$ cat src/rtl/scope_pkg.sv
// Shared constants and types for the oscilloscope display path.
package scope_pkg;
   localparam int SCREEN_W = 640;
   localparam int SCREEN_H = 480;
   localparam int SAMPLE_W = 12;
   localparam int ADDR_W   = 10;

   typedef enum logic {
      EMPTY = 1'b0,
      SHOW  = 1'b1
   } trace_state_t;
endpackage

$ cat src/rtl/sample_to_row.sv
// Maps a 12-bit sample to a screen row: full-scale is the top row, zero the
// bottom, and anything below the visible area clamps to the last row.
module sample_to_row
   import scope_pkg::*;
#(
   parameter int Y_SHIFT = 3,
   parameter int ROW_MAX = SCREEN_H - 1
) (
   input  logic [SAMPLE_W-1:0] sample,
   output logic [ADDR_W-1:0]   row
);
   localparam logic [SAMPLE_W-1:0] ROW_MAX_S = SAMPLE_W'(ROW_MAX);

   logic [SAMPLE_W-1:0] inverted;
   logic [SAMPLE_W-1:0] shifted;

   always_comb begin
      inverted = {SAMPLE_W{1'b1}} - sample;
      shifted  = inverted >> Y_SHIFT;
      row      = (shifted > ROW_MAX_S) ? ADDR_W'(ROW_MAX) : shifted[ADDR_W-1:0];
   end
endmodule

$ cat src/rtl/scope_trace_reader.sv
// Sweeps the capture buffer in step with the raster and lights the pixels that
// join adjacent samples; blanks the trace when captures stop arriving.
module scope_trace_reader
   import scope_pkg::*;
#(
   parameter int SCREEN_W       = scope_pkg::SCREEN_W,
   parameter int SCREEN_H       = scope_pkg::SCREEN_H,
   parameter int Y_SHIFT        = 3,
   parameter int TIMEOUT_FRAMES = 60
) (
   input  logic                clock,
   input  logic                reset,
   input  logic [ADDR_W-1:0]   h_count,
   input  logic [ADDR_W-1:0]   v_count,
   input  logic                video_on,
   input  logic                fifo_full,
   output logic [ADDR_W-1:0]   rd_addr,
   input  logic [SAMPLE_W-1:0] rd_data,
   output logic                pixel_on,
   output logic                video_on_d,
   output logic                trace_valid,
   output trace_state_t        state_dbg
);
   localparam logic [ADDR_W-1:0] COL_LIM = ADDR_W'(SCREEN_W);
   localparam int                CNT_W   = $clog2(TIMEOUT_FRAMES + 1);
   localparam logic [CNT_W-1:0]  CNT_MAX = CNT_W'(TIMEOUT_FRAMES);

   trace_state_t     state, state_n;
   logic [CNT_W-1:0] frame_cnt, frame_cnt_n;
   logic             fifo_full_q, at_origin_q;
   logic             ff_rise, at_origin, frame_start;

   assign ff_rise     = fifo_full & ~fifo_full_q;
   assign at_origin   = (h_count == '0) && (v_count == '0);
   assign frame_start = at_origin & ~at_origin_q;
   assign trace_valid = (state == SHOW);
   assign state_dbg   = state;

   always_ff @(posedge clock) begin
      if (reset) begin
         state       <= EMPTY;
         frame_cnt   <= '0;
         fifo_full_q <= 1'b0;
         at_origin_q <= 1'b0;
      end else begin
         state       <= state_n;
         frame_cnt   <= frame_cnt_n;
         fifo_full_q <= fifo_full;
         at_origin_q <= at_origin;
      end
   end

   // A new capture outranks a coincident frame start: the counter clears.
   always_comb begin
      state_n     = state;
      frame_cnt_n = frame_cnt;
      case (state)
         EMPTY: begin
            if (ff_rise) begin
               state_n     = SHOW;
               frame_cnt_n = '0;
            end
         end
         SHOW: begin
            if (ff_rise) begin
               frame_cnt_n = '0;
            end else if (frame_start && (frame_cnt != CNT_MAX)) begin
               frame_cnt_n = frame_cnt + CNT_W'(1);
            end
            if (frame_cnt_n == CNT_MAX) begin
               state_n = EMPTY;
            end
         end
         default: state_n = EMPTY;
      endcase
   end

   // Read port is fixed-latency with no handshake: one registered address per
   // cycle, sample returned on the following cycle, never stalled.
   logic [ADDR_W-1:0] h_d1, h_d2, v_d1, v_d2;
   logic              vo_d1, vo_d2;
   logic [ADDR_W-1:0] cur_row, prev_row, span_start, lo_row, hi_row;
   logic              in_span;

   sample_to_row #(
      .Y_SHIFT (Y_SHIFT),
      .ROW_MAX (SCREEN_H - 1)
   ) u_sample_to_row (
      .sample (rd_data),
      .row    (cur_row)
   );

   // Column 0 starts its own span so a line never joins onto the previous one.
   always_comb begin
      span_start = (h_d2 == '0) ? cur_row : prev_row;
      lo_row     = (span_start < cur_row) ? span_start : cur_row;
      hi_row     = (span_start < cur_row) ? cur_row : span_start;
      in_span    = (v_d2 >= lo_row) && (v_d2 <= hi_row);
   end

   always_ff @(posedge clock) begin
      if (reset) begin
         rd_addr    <= '0;
         h_d1       <= '0;
         h_d2       <= '0;
         v_d1       <= '0;
         v_d2       <= '0;
         vo_d1      <= 1'b0;
         vo_d2      <= 1'b0;
         prev_row   <= '0;
         pixel_on   <= 1'b0;
         video_on_d <= 1'b0;
      end else begin
         rd_addr    <= (h_count < COL_LIM) ? h_count : '0;
         h_d1       <= h_count;
         h_d2       <= h_d1;
         v_d1       <= v_count;
         v_d2       <= v_d1;
         vo_d1      <= video_on;
         vo_d2      <= vo_d1;
         video_on_d <= vo_d2;
         pixel_on   <= vo_d2 & trace_valid & in_span;
         if (h_d2 < COL_LIM) begin
            prev_row <= cur_row;
         end
      end
   end
endmodule
$ cat config.mk
export PLATFORM = sky130hd
export DESIGN_NAME = scope_trace_reader
export DESIGN_NICKNAME = d
export VERILOG_FILES = /design/src/rtl/scope_pkg.sv /design/src/rtl/sample_to_row.sv /design/src/rtl/scope_trace_reader.sv
export SDC_FILE = /design/constraint.sdc
export NUM_CORES = 1
export LEC_CHECK = 0
export ABC_AREA = 1
export ABC_CLOCK_PERIOD_IN_PS = 3300
export BUFFER_PORTS_ARGS = -buffer_cell sky130_fd_sc_hd__buf_2
export CAP_MARGIN = 20
export CORE_MARGIN = 2
export CORE_UTILIZATION = 30
export DETAILED_ROUTE_END_ITERATION = 16
export GPL_ROUTABILITY_DRIVEN = 0
export PLACE_DENSITY_LB_ADDON = 0.12
export SLEW_MARGIN = 20
export SYNTH_ARGS = -nofsm -noshare
export SYNTH_HDL_FRONTEND = slang
export SYNTH_HIERARCHICAL = 1
export SYNTH_SLANG_ARGS = --single-unit
$ cat constraint.sdc
create_clock -name clock -period 3.3 [get_ports clock]
set_input_delay 0.165 -clock clock [delete_from_list [all_inputs] [get_ports clock]]
set_output_delay 0.165 -clock clock [all_outputs]
set_load 0.01 [all_outputs]
==> results of run 1 <==
[worst paths after layout]
check / end / slack, ns
worst max-delay path: pixel_on$_SDFF_PP0_ / -0.11
worst min-delay path: vo_d1$_SDFF_PP0_ / 0.04
worst max register to register: pixel_on$_SDFF_PP0_ / -0.11
worst min register to register: v_d2[6]$_SDFF_PP0_ / 0.40
[cell type report]
cell class              instances  area (um^2)
repair buffers                 70        424.2
multi-input cells             315         1765
inverters                      85        319.1
well taps                     143        178.9
flip-flops and latches         73         1461
clock buffers                   9        225.2
fillers                      1214         7112
clock inverters                 7        78.83
[where the power goes]
group	switching, mW	internal, mW	total (mW)
Sequential	0.0164	0.921	0.938
Clock	0.387	0.593	0.980
Combinational	0.271	0.203	0.474
Total	0.675	1.72	2.39
[sequential cells by signal, indices dropped and copies added (netlist names)]
signal       cells
pixel_on         1
v_d2            10
video_on_d       1
frame_cnt        6
fifo_full_q      1
rd_addr         10
vo_d1            1
prev_row        10
at_origin_q      1
h_d2            10
v_d1            10
h_d1            10
vo_d2            1
state_dbg        1
[metal layers]
metal  wire length (um)  vias to the layer above
li1                   -                     1662
met1               3839                     1274
met2               3536                       60
met3                308                        5
met4                 65                        0
met5                  0                        -
[cell usage in the layout, fill, tap and decap left out, types with 11 or more instances in the layout]
cell type,synthesis,routed
sky130_fd_sc_hd__o21ai_0,15,13
sky130_fd_sc_hd__dfxtp_1,73,73
sky130_fd_sc_hd__buf_4,2,21
sky130_fd_sc_hd__inv_1,84,84
sky130_fd_sc_hd__buf_2,0,47
sky130_fd_sc_hd__o21ai_1,24,22
sky130_fd_sc_hd__a21oi_1,30,30
sky130_fd_sc_hd__ha_1,31,30
sky130_fd_sc_hd__nand2_1,73,70
sky130_fd_sc_hd__nand3_1,11,11
sky130_fd_sc_hd__o21ai_2,8,12
sky130_fd_sc_hd__nor2_1,94,93
[cells by family (layout without fill, tap and decap cells)]
| logic type | count (synthesis) | after routing | share of synthesized area |
|---|---|---|---|
| other | 1 | 1 | 0.001045 |
| adder cells (fa/ha/maj) | 31 | 31 | 0.1081 |
| AND/OR/NAND/NOR | 199 | 199 | 0.2318 |
| flip-flops | 73 | 73 | 0.4071 |
| buffers and inverters | 101 | 171 | 0.1202 |
| XOR/XNOR | 2 | 2 | 0.004881 |
| AO/OA/AOI/OAI | 82 | 82 | 0.1269 |
[cell usage after synthesis]
| cell type | instances |
|---|---|
| sky130_fd_sc_hd__nor2_4 | 1 |
| sky130_fd_sc_hd__dfxtp_1 | 73 |
| sky130_fd_sc_hd__conb_1 | 1 |
| sky130_fd_sc_hd__o21ai_2 | 8 |
| sky130_fd_sc_hd__buf_4 | 2 |
| sky130_fd_sc_hd__buf_6 | 6 |
| sky130_fd_sc_hd__nor4_1 | 4 |
| sky130_fd_sc_hd__a21oi_1 | 30 |
| sky130_fd_sc_hd__nor2_1 | 94 |
| sky130_fd_sc_hd__a211oi_1 | 2 |
| sky130_fd_sc_hd__o21ai_1 | 24 |
| sky130_fd_sc_hd__inv_2 | 1 |
| sky130_fd_sc_hd__clkbuf_1 | 8 |
| sky130_fd_sc_hd__nand3b_1 | 2 |
| sky130_fd_sc_hd__xor2_1 | 1 |
| sky130_fd_sc_hd__nand2_2 | 2 |
| sky130_fd_sc_hd__and3_1 | 1 |
| sky130_fd_sc_hd__a21oi_2 | 1 |
| sky130_fd_sc_hd__nand4_1 | 3 |
| sky130_fd_sc_hd__nand3_1 | 11 |
| sky130_fd_sc_hd__inv_1 | 84 |
| sky130_fd_sc_hd__o21ai_0 | 15 |
| sky130_fd_sc_hd__xnor2_1 | 1 |
| sky130_fd_sc_hd__ha_1 | 31 |
| sky130_fd_sc_hd__o211ai_1 | 1 |
| sky130_fd_sc_hd__nand3_2 | 3 |
| sky130_fd_sc_hd__nor2_2 | 5 |
| sky130_fd_sc_hd__nand2_1 | 73 |
| sky130_fd_sc_hd__o2111ai_1 | 1 |
[through the flow]
stage | TNS (ns) | area, um^2 | power, mW
final | -0.1073 | 4453 | 2.392
after global routing | -0.3080 | 4453 | 2.538
after CTS | -0.05672 | 4392 | 2.414
after detailed placement | -0.1208 | 4071 | 1.409
after global placement | -0.02473 | 4071 | 1.404
after floorplan | 0 | 3590 | 1.265
[repair_timing]
| item | CTS | global route |
|---|---|---|
| gates resized for setup | 5 | 12 |
| pin swaps | 0 | 6 |
| cloned | 0 | 1 |
| setup endpoints to repair | 1 | 1 |
[worst max-delay path, cell delays in order (launching register included)]
cell                        delay [ns]
sky130_fd_sc_hd__dfxtp_1          0.31
sky130_fd_sc_hd__nor4_2           0.29
sky130_fd_sc_hd__nand2_2          0.11
sky130_fd_sc_hd__buf_6            0.15
sky130_fd_sc_hd__nand2_2          0.06
sky130_fd_sc_hd__o21ai_2          0.06
sky130_fd_sc_hd__ha_1             0.29
sky130_fd_sc_hd__a21oi_1          0.14
sky130_fd_sc_hd__nand3b_1         0.12
sky130_fd_sc_hd__a21oi_1          0.06
sky130_fd_sc_hd__nor4_1           0.28
sky130_fd_sc_hd__nand2_2          0.11
sky130_fd_sc_hd__buf_12           0.17
sky130_fd_sc_hd__buf_4            0.14
sky130_fd_sc_hd__o21ai_1          0.12
sky130_fd_sc_hd__ha_1             0.26
sky130_fd_sc_hd__nand2_1          0.13
sky130_fd_sc_hd__nor2_1           0.08
sky130_fd_sc_hd__o211ai_1         0.09
sky130_fd_sc_hd__o2111ai_1        0.13
sky130_fd_sc_hd__nor2_1           0.17
sky130_fd_sc_hd__a211oi_2         0.05
==> summary.md, run 1 <==
Routing
• **remaining antenna violation count** 0
• **drt wl/cell** 11.04 um
• **vias after detailed routing** 3001
• **post-route DRC violation count** 0
• **vias per cell** 4.275
• **final WL** 7749 um
• **DR pass1 iterations** 4
• **DR iter-0 viols** 85

Layout
• **Antenna diodes** 0
• **number of standard cells in the final layout excluding fillers** 702
• **layout cells sized above 1** 0.2147
• **core occupancy in the finished layout** 0.3850
• **area overhead of the layout relative to synthesis** 24.05%
• **# nets final** 621

Job
• **maxcap violations** 0

Timing
• **share of the cycle needed by the critical path after routing** 1.033
• **Final Hold Viols** 0
• **worst setup slack after layout** -0.1073 ns
• **setup repair after global routing missed its margin** yes
• **transition at the pin with the smallest max-transition slack** 0.5093 ns
• **Min Clock Period, post-route** 3.407 ns
• **Fin Hold WS** 0.03887 ns
• **maximum clock skew at final layout** 0.004447 ns
• **normalized max-slew margin** 0.6605
• **Final Max Tran Viols** 0
• **maximum operating frequency** 293.5 MHz
• **total of endpoints with negative setup slack in the final report** 1

CTS
• **H-tree levels** 3
• **clock buffer count from CTS** 9
• **clock root buffer** sky130_fd_sc_hd__clkbuf_16
• **clock latency of the later-clocked register in the worst-skew pair** 0.32 ns
• **maximum clock insertion buffer count** 2
• **clock sink total** 73
• **clock slew seen by the registers of the worst setup and hold paths** 0.06 ns
• **# hold bufs at CTS** 0
• **clock tree from TritonCTS** yes
• **post-CTS setup buffers** 0

Min path
• **launch instance of the worst min-delay path** video_on
• **path category of the worst min-delay check** in -> reg
• **worst hold stages** 3

Global routing
• **global routing met2 resource utilization** 0.2032
• **pin count of the biggest net entering global routing** 52
• **antenna violations before repair** 0
• **via count of the first global-routing pass** 2766
• **wire length of the first global-routing pass** 13060 um
• **met1 Track Usage GR** 0.1696
• **residual overflow from global routing** 0
• **Overall Global Routing Usage** 0.1260
• **busiest layer in global routing** met2
• **met3 track utilization from global routing** 0.02710

Logic synthesis
• **Syn Nets** 556
• **synthesized netlist cell count** 489
• **number of different library cells in the post-synthesis netlist** 29
• **number of flip-flops and latches in the synthesized netlist** 73
• **synthesized area divided by synthesized cell count** 7.341 um^2
• **post-synth top area cell** sky130_fd_sc_hd__dfxtp_1
• **sequential fraction of the synthesis area** 0.4071
• **post-synthesis cell area** 3590 um^2
• **Yosys warning count** 6
• **leading post-synthesis cells by cell area** sky130_fd_sc_hd__dfxtp_1 (41%), sky130_fd_sc_hd__ha_1 (11%), sky130_fd_sc_hd__nor2_1 (9.8%)
• **portion of synthesized cell area occupied by the leading cell type** 0.4071

Worst setup path
• **Critical Path Source Type** register
• **Crit. Startpoint** h_d2[6]$_SDFF_PP0_
• **critical setup path kind** reg -> reg
• **crit end category** register
• **Req. time, crit path** 3.51 ns
• **startpoint of the lowest-slack register-to-register path** h_d2[6]$_SDFF_PP0_
• **crit path max fanout** 29
• **depth of the most critical reg-to-reg path** 21
• **Data arrival, critical path** 3.62 ns

Floorplan
• **die span in y** 113.4 um
• **die area** 12860 um^2
• **core footprint** 11560 um^2
• **number of core rows** 39
• **top-level port count** 50
• **initial core utilization** 0.3104
• **Die Width** 113.4 um

Power and ir drop
• **peak supply drop** 0.3020 mV
• **leakage power total** 2.136 nW
• **total power density per cell area** 537.1 nW/um^2

Run status
• **violated checks** setup timing
• **outcome** finished, violations left

Place
• **worst slack at placement** -0.1208 ns
• **placed cell count** 685
• **input/output buffers** 46
• **HPWL after detailed placement** 6071 um

(Power assumes the default switching activity.)
==> run 2: changes to the inputs <==
--- a/config.mk
+++ b/config.mk
@@ -14,6 +14,7 @@
 export DETAILED_ROUTE_END_ITERATION = 16
 export GPL_ROUTABILITY_DRIVEN = 0
 export PLACE_DENSITY_LB_ADDON = 0.12
+export RECOVER_POWER = 50
 export SLEW_MARGIN = 20
 export SYNTH_ARGS = -nofsm -noshare
 export SYNTH_HDL_FRONTEND = slang
==> summary.md, run 2 (same netlist as run 1, synthesis figures left out) <==
Run status
• **outcome** finished, violations left
• **violated checks** setup timing

Layout
• **Antenna diodes** 0, unchanged
• **Fillers** 1215, +0.082%
• **area overhead of the layout relative to synthesis** 24.02%, about the same
• **commonest non-fill, non-tap cell in the layout** sky130_fd_sc_hd__nor2_1
• **core occupancy in the finished layout** 0.3849, about the same
• **Reg area** 1461 um^2, unchanged
• **layout cells sized above 1** 0.2129, -0.001789
• **# nets final** 621, unchanged
• **most frequent cells in the layout** sky130_fd_sc_hd__nor2_1 (93), sky130_fd_sc_hd__inv_1 (84), sky130_fd_sc_hd__dfxtp_1 (73), sky130_fd_sc_hd__nand2_1 (70), sky130_fd_sc_hd__buf_2 (46)
• **area occupied by multi-input gates** 1765 um^2, unchanged

CTS
• **clock sink total** 73, unchanged
• **maximum clock insertion buffer count** 2, unchanged
• **clock slew seen by the registers of the worst setup and hold paths** 0.06 ns, about the same
• **# hold bufs at CTS** 0, unchanged
• **clock tree from TritonCTS** yes
• **clock latency of the later-clocked register in the worst-skew pair** 0.32 ns, about the same
• **post-CTS setup buffers** 0, unchanged
• **clock root buffer** sky130_fd_sc_hd__clkbuf_16
• **clock buffer count from CTS** 9, unchanged
• **H-tree levels** 3, unchanged

Routing
• **drt wl/cell** 11.04 um, about the same
• **remaining antenna violation count** 0, unchanged
• **vias after detailed routing** 3001, unchanged
• **final WL** 7748 um, about the same
• **vias per cell** 4.275, unchanged
• **DR pass1 iterations** 4, unchanged
• **post-route DRC violation count** 0, unchanged
• **DR iter-0 viols** 85, unchanged

Timing
• **Min Clock Period, post-route** 3.407 ns, unchanged
• **total of endpoints with negative setup slack in the final report** 1, unchanged
• **worst setup slack after layout** -0.1073 ns, unchanged
• **transition at the pin with the smallest max-transition slack** 0.5096 ns, +0.0002835 ns
• **normalized max-slew margin** 0.6603, about the same
• **Final Hold Viols** 0, unchanged
• **maximum clock skew at final layout** 0.004447 ns, unchanged
• **Fin Hold WS** 0.03887 ns, unchanged
• **Final Max Tran Viols** 0, unchanged
• **setup repair after global routing missed its margin** yes
• **maximum operating frequency** 293.5 MHz, unchanged
• **share of the cycle needed by the critical path after routing** 1.033, unchanged

Min path
• **worst hold stages** 3, unchanged
• **Hold Crit Endpoint** vo_d1$_SDFF_PP0_
• **path category of the worst min-delay check** in -> reg
• **launch instance of the worst min-delay path** video_on

Global routing
• **residual overflow from global routing** 0, unchanged
• **Overall Global Routing Usage** 0.1260, unchanged
• **via count of the first global-routing pass** 2766, unchanged
• **antenna violations before repair** 0, unchanged
• **pin count of the biggest net entering global routing** 52, unchanged
• **wire length of the first global-routing pass** 13060 um, unchanged

Floorplan
• **die area** 12860 um^2, unchanged
• **core footprint** 11560 um^2, unchanged
• **initial core utilization** 0.3104, unchanged
• **Die Width** 113.4 um, unchanged
• **number of core rows** 39, unchanged
• **top-level port count** 50, unchanged
• **die span in y** 113.4 um, unchanged

Power and ir drop
• **clock power share** 0.410, about the same
• **Sw Pwr** 0.6747 mW, about the same
• **switching power as a share of total power** 0.2821, about the same
• **total power density per cell area** 537.2 nW/um^2, about the same
• **share of total power in combinational logic** 0.198, about the same
• **Power Internal** 1.717 mW, about the same
• **part of the total power dissipated in sequential elements** 0.392, about the same
• **leakage power total** 2.133 nW, -0.13%
• **peak supply drop** 0.3020 mV, unchanged

Worst setup path
• **Data arrival, critical path** 3.62 ns, about the same
• **critical setup path kind** reg -> reg
• **worst reg-to-reg setup slack** -0.11 ns, about the same
• **depth of the most critical reg-to-reg path** 21, unchanged
• **Critical Path Source Type** register
• **Req. time, crit path** 3.51 ns, about the same
• **startpoint of the lowest-slack register-to-register path** h_d2[6]$_SDFF_PP0_
• **crit end category** register
• **worst reg2reg path endpoint** pixel_on$_SDFF_PP0_
• **crit path max fanout** 29, unchanged

Place
• **input/output buffers** 46, unchanged
• **worst slack at placement** -0.1208 ns, unchanged
• **HPWL after detailed placement** 6071 um, unchanged

Job
• **maxcap violations** 0, unchanged

run 2: power groups by stage:
stage | registers (mW) | clock network (mW) | logic (mW)
after floorplan | 0.956 | 0 | 0.309
after global placement | 0.956 | 0 | 0.448
after detailed placement | 0.956 | 0 | 0.452
after CTS | 0.937 | 1.01 | 0.462
after global routing | 0.941 | 1.05 | 0.547
final | 0.938 | 0.980 | 0.474
run 2: per-stage QoR:
stage          std cells  TNS [ns]  cell area (um^2)  power (mW)
2_1_floorplan        489         0              3590       1.265
3_5_place_dp         685   -0.1208              4071       1.409
5_1_grt              702   -0.3080              4452       2.538
3_3_place_gp         685  -0.02473              4071       1.404
6_report             702   -0.1073              4452       2.391
4_1_cts              701  -0.05672              4392       2.414
run 2: area by class of cell:
type	instances	area share
inverter	85	0.07167
clock inverter	7	0.01771
multi-input combinational	315	0.3966
timing repair buffer	70	0.09500
clock buffer	9	0.05059
sequential	73	0.3283
tap	143	0.04019
run 2: critical path: stages, from the launching register on:
cell and delay [ns]:
sky130_fd_sc_hd__dfxtp_1 0.31, sky130_fd_sc_hd__nor4_2 0.29, sky130_fd_sc_hd__nand2_2 0.11, sky130_fd_sc_hd__buf_6 0.15, sky130_fd_sc_hd__nand2_2 0.06, sky130_fd_sc_hd__o21ai_2 0.06, sky130_fd_sc_hd__ha_1 0.29, sky130_fd_sc_hd__a21oi_1 0.14
sky130_fd_sc_hd__nand3b_1 0.12, sky130_fd_sc_hd__a21oi_1 0.06, sky130_fd_sc_hd__nor4_1 0.28, sky130_fd_sc_hd__nand2_2 0.11, sky130_fd_sc_hd__buf_12 0.17, sky130_fd_sc_hd__buf_4 0.14, sky130_fd_sc_hd__o21ai_1 0.12, sky130_fd_sc_hd__ha_1 0.26
sky130_fd_sc_hd__nand2_1 0.13, sky130_fd_sc_hd__nor2_1 0.08, sky130_fd_sc_hd__o211ai_1 0.09, sky130_fd_sc_hd__o2111ai_1 0.13, sky130_fd_sc_hd__nor2_1 0.17, sky130_fd_sc_hd__a211oi_2 0.05
run 2: metal layers:
layer,track usage,share of wire
met1,0.1696,0.50
met2,0.2032,0.46
met3,0.02710,0.040
met4,0.03902,0.0084
met5,0,0
run 2: worst max-delay path by stage:
stage | start | end | cells after the start
final | h_d2[6]$_SDFF_PP0_ | pixel_on$_SDFF_PP0_ | 21
after global routing | h_d2[6]$_SDFF_PP0_ | pixel_on$_SDFF_PP0_ | 18
after CTS | h_d2[2]$_SDFF_PP0_ | pixel_on$_SDFF_PP0_ | 19
after detailed placement | h_d2[8]$_SDFF_PP0_ | pixel_on$_SDFF_PP0_ | 21
after global placement | h_d2[9]$_SDFF_PP0_ | pixel_on$_SDFF_PP0_ | 23
after floorplan | h_d2[2]$_SDFF_PP0_ | pixel_on$_SDFF_PP0_ | 20
run 2: repair_timing:
action,4_1_cts,5_1_grt
gates resized for setup,5,12
endpoints found under the setup margin,1,1
pin swaps,0,6
cloned,0,1
==> run 3: changes to the inputs <==
--- a/config.mk
+++ b/config.mk
@@ -6,7 +6,6 @@
 export NUM_CORES = 1
 export LEC_CHECK = 0
 export ABC_AREA = 1
-export ABC_CLOCK_PERIOD_IN_PS = 3300
 export BUFFER_PORTS_ARGS = -buffer_cell sky130_fd_sc_hd__buf_2
 export CAP_MARGIN = 20
 export CORE_MARGIN = 2
@@ -15,6 +14,7 @@
 export GPL_ROUTABILITY_DRIVEN = 0
 export PLACE_DENSITY_LB_ADDON = 0.12
 export RECOVER_POWER = 50
+export SKIP_CTS_REPAIR_TIMING = 1
 export SLEW_MARGIN = 20
 export SYNTH_ARGS = -nofsm -noshare
 export SYNTH_HDL_FRONTEND = slang
==> summary.md, run 3 (same netlist as run 1, synthesis figures left out) <==
Run status
• **outcome** finished, violations left
• **violated checks** capacitance limit, slew limit

Layout
• **layout cells sized above 1** 0.2079, -0.004995
• **Antenna diodes** 0, unchanged
• **# nets final** 620, -0.16%
• **commonest non-fill, non-tap cell in the layout** sky130_fd_sc_hd__nor2_1
• **Fillers** 1213, -0.16%
• **most frequent cells in the layout** sky130_fd_sc_hd__nor2_1 (93), sky130_fd_sc_hd__inv_1 (84), sky130_fd_sc_hd__dfxtp_1 (73), sky130_fd_sc_hd__nand2_1 (72), sky130_fd_sc_hd__buf_2 (45)
• **area overhead of the layout relative to synthesis** 23.56%
• **core occupancy in the finished layout** 0.3835, -0.001407

Power and ir drop
• **Sw Pwr** 0.6702 mW, -0.67%
• **leakage power total** 2.127 nW, -0.29%
• **Power Internal** 1.715 mW, -0.12%
• **part of the total power dissipated in sequential elements** 0.393, about the same
• **switching power as a share of total power** 0.2810, -0.001108
• **total power density per cell area** 537.7 nW/um^2, about the same
• **share of total power in combinational logic** 0.197, about the same
• **peak supply drop** 0.3021 mV, about the same
• **total power** 2.385 mW, -0.28%
• **clock power share** 0.410, about the same

Routing
• **vias after detailed routing** 2987, -0.47%
• **remaining antenna violation count** 0, unchanged
• **vias per cell** 4.261, -0.32%
• **DR iter-0 viols** 123, +45%
• **drt wl/cell** 11.01 um, -0.28%
• **post-route DRC violation count** 0, unchanged
• **DR pass1 iterations** 4, unchanged
• **final WL** 7715 um, -0.43%

Place
• **worst slack at placement** -0.1208 ns, unchanged
• **input/output buffers** 46, unchanged
• **HPWL after detailed placement** 6071 um, unchanged

Timing
• **transition at the pin with the smallest max-transition slack** 2.121 ns, +1.612 ns
• **worst setup slack after layout** 0.02029 ns, +0.1276 ns
• **setup repair after global routing missed its margin** yes
• **maximum operating frequency** 304.9 MHz, +3.9%
• **normalized max-slew margin** -0.4141, -1.074
• **maximum clock skew at final layout** 0.004408 ns, -0.00003880 ns
• **Final Max Tran Viols** 52, +52
• **Final Hold Viols** 0, unchanged
• **total of endpoints with negative setup slack in the final report** 0, -1
• **sum of negative setup slack** 0 ns, +0.1073 ns
• **share of the cycle needed by the critical path after routing** 0.9939, -0.03866
• **Min Clock Period, post-route** 3.280 ns, -0.1276 ns

Worst setup path
• **count of buffering cells on the critical path with inverters included** 4, +1
• **crit path max fanout** 29, unchanged
• **largest incremental delay on the critical path** 0.31 ns, about the same
• **Critical Path Source Type** register
• **critical path's slowest cell** sky130_fd_sc_hd__dfxtp_1
• **Data arrival, critical path** 3.49 ns, -0.13 ns
• **kind of cell with the highest combined delay on the critical path** simple AND/OR/NAND/NOR gates
• **crit end category** register
• **cell breakdown of the critical path** nor4_2 > nand2_1 > buf_6 > nand2_1 > o21ai_2 > ha_1 > a21oi_1 > nand3b_1 > a21oi_2 > nor4_2 > nand2_2 > buf_12 > buf_4 > nand2_1 > o21ai_2 > ha_1 > inv_1 > nor2_1 > o211ai_1 > o2111ai_1 > nor2_1 > a211oi_2
• **Req. time, crit path** 3.51 ns, about the same
• **most frequent CP cell** sky130_fd_sc_hd__nand2_1
• **critical setup path kind** reg -> reg

Floorplan
• **top-level port count** 50, unchanged
• **core footprint** 11560 um^2, unchanged
• **Die Width** 113.4 um, unchanged
• **die span in y** 113.4 um, unchanged
• **number of core rows** 39, unchanged
• **initial core utilization** 0.3104, unchanged
• **die area** 12860 um^2, unchanged

Global routing
• **wire length of the first global-routing pass** 13040 um, -0.15%
• **busiest layer in global routing** met2
• **Overall Global Routing Usage** 0.1259, about the same
• **residual overflow from global routing** 0, unchanged
• **via count of the first global-routing pass** 2754, -0.43%
• **global routing met2 resource utilization** 0.2024, -0.0007984
• **pin count of the biggest net entering global routing** 52, unchanged
• **met3 track utilization from global routing** 0.02710, unchanged
• **antenna violations before repair** 0, unchanged
• **met1 Track Usage GR** 0.1700, +0.0003300

Job
• **maxcap violations** 1, +1

CTS
• **clock tree from TritonCTS** yes
• **clock slew seen by the registers of the worst setup and hold paths** 0.06 ns, about the same
• **clock sink total** 73, unchanged
• **clock buffer count from CTS** 9, unchanged
• **clock latency of the later-clocked register in the worst-skew pair** 0.32 ns, about the same
• **H-tree levels** 3, unchanged
• **maximum clock insertion buffer count** 2, unchanged
• **clock root buffer** sky130_fd_sc_hd__clkbuf_16

Min path
• **path category of the worst min-delay check** in -> reg

-- run 3: changes by cell type in the layout (fill, tap and decap cells not counted) --
cell | before | now
sky130_fd_sc_hd__a21oi_1 | 30 | 28
sky130_fd_sc_hd__a21oi_2 | 1 | 3
sky130_fd_sc_hd__buf_2 | 46 | 45
sky130_fd_sc_hd__buf_4 | 21 | 20
sky130_fd_sc_hd__clkbuf_1 | 1 | 2
sky130_fd_sc_hd__ha_1 | 30 | 31
sky130_fd_sc_hd__ha_4 | 1 | 0
sky130_fd_sc_hd__nand2_1 | 70 | 72
sky130_fd_sc_hd__nand2_2 | 5 | 3
sky130_fd_sc_hd__nor4_1 | 2 | 1
sky130_fd_sc_hd__nor4_2 | 1 | 2
sky130_fd_sc_hd__o21ai_1 | 22 | 23
sky130_fd_sc_hd__o21ai_2 | 12 | 11
-- run 3: cell type report --
class | instances | area (um^2) | area share
Clock buffer | 9 | 225.2 | 0.05078
Clock inverter | 7 | 78.83 | 0.01777
Inverter | 85 | 319.1 | 0.07193
Multi-Input combinational cell | 315 | 1758 | 0.3963
Sequential cell | 73 | 1461 | 0.3295
Tap cell | 143 | 178.9 | 0.04034
Timing Repair Buffer | 69 | 414.1 | 0.09337
-- run 3: worst paths after layout --
| path | slack, ns | endpoint | depth (start not counted) | startpoint |
|---|---|---|---|---|
| setup / recovery | 0.02 | pixel_on$_SDFF_PP0_ | 22 | h_d2[2]$_SDFF_PP0_ |
| hold / removal | 0.04 | vo_d1$_SDFF_PP0_ | 3 | video_on |
| setup reg to reg | 0.02 | pixel_on$_SDFF_PP0_ | 22 | h_d2[2]$_SDFF_PP0_ |
| hold reg to reg | 0.40 | v_d2[6]$_SDFF_PP0_ | 2 | v_d1[6]$_SDFF_PP0_ |
-- run 3: power groups by stage --
stage,Sequential (mW),Combinational [mW],Clock (mW)
6_report,0.938,0.469,0.978
5_1_grt,0.941,0.541,1.05
4_1_cts,0.937,0.454,1.01
3_5_place_dp,0.956,0.452,0
3_3_place_gp,0.956,0.448,0
2_1_floorplan,0.956,0.309,0
-- run 3: per-layer routing --
metal,vias up,routed length [um],share of wire
li1,1662,-,-
met1,1269,3845,0.50
met2,51,3537,0.46
met3,5,267,0.035
met4,0,65,0.0084
met5,-,0,0
-- run 3: metrics by stage --
stage               hold slack, ns  cells  area [um^2]
floorplan                   0.2720    489         3590
global placement            0.3762    685         4071
detailed placement          0.3767    685         4071
CTS                        0.02612    701         4375
global route               0.04569    701         4436
finish                     0.03916    701         4436
-- run 3: tightest hold or removal path: stages --
cell,delay (ns)
sky130_fd_sc_hd__buf_2,0.08
sky130_fd_sc_hd__inv_1,0.03
sky130_fd_sc_hd__nor2_1,0.06
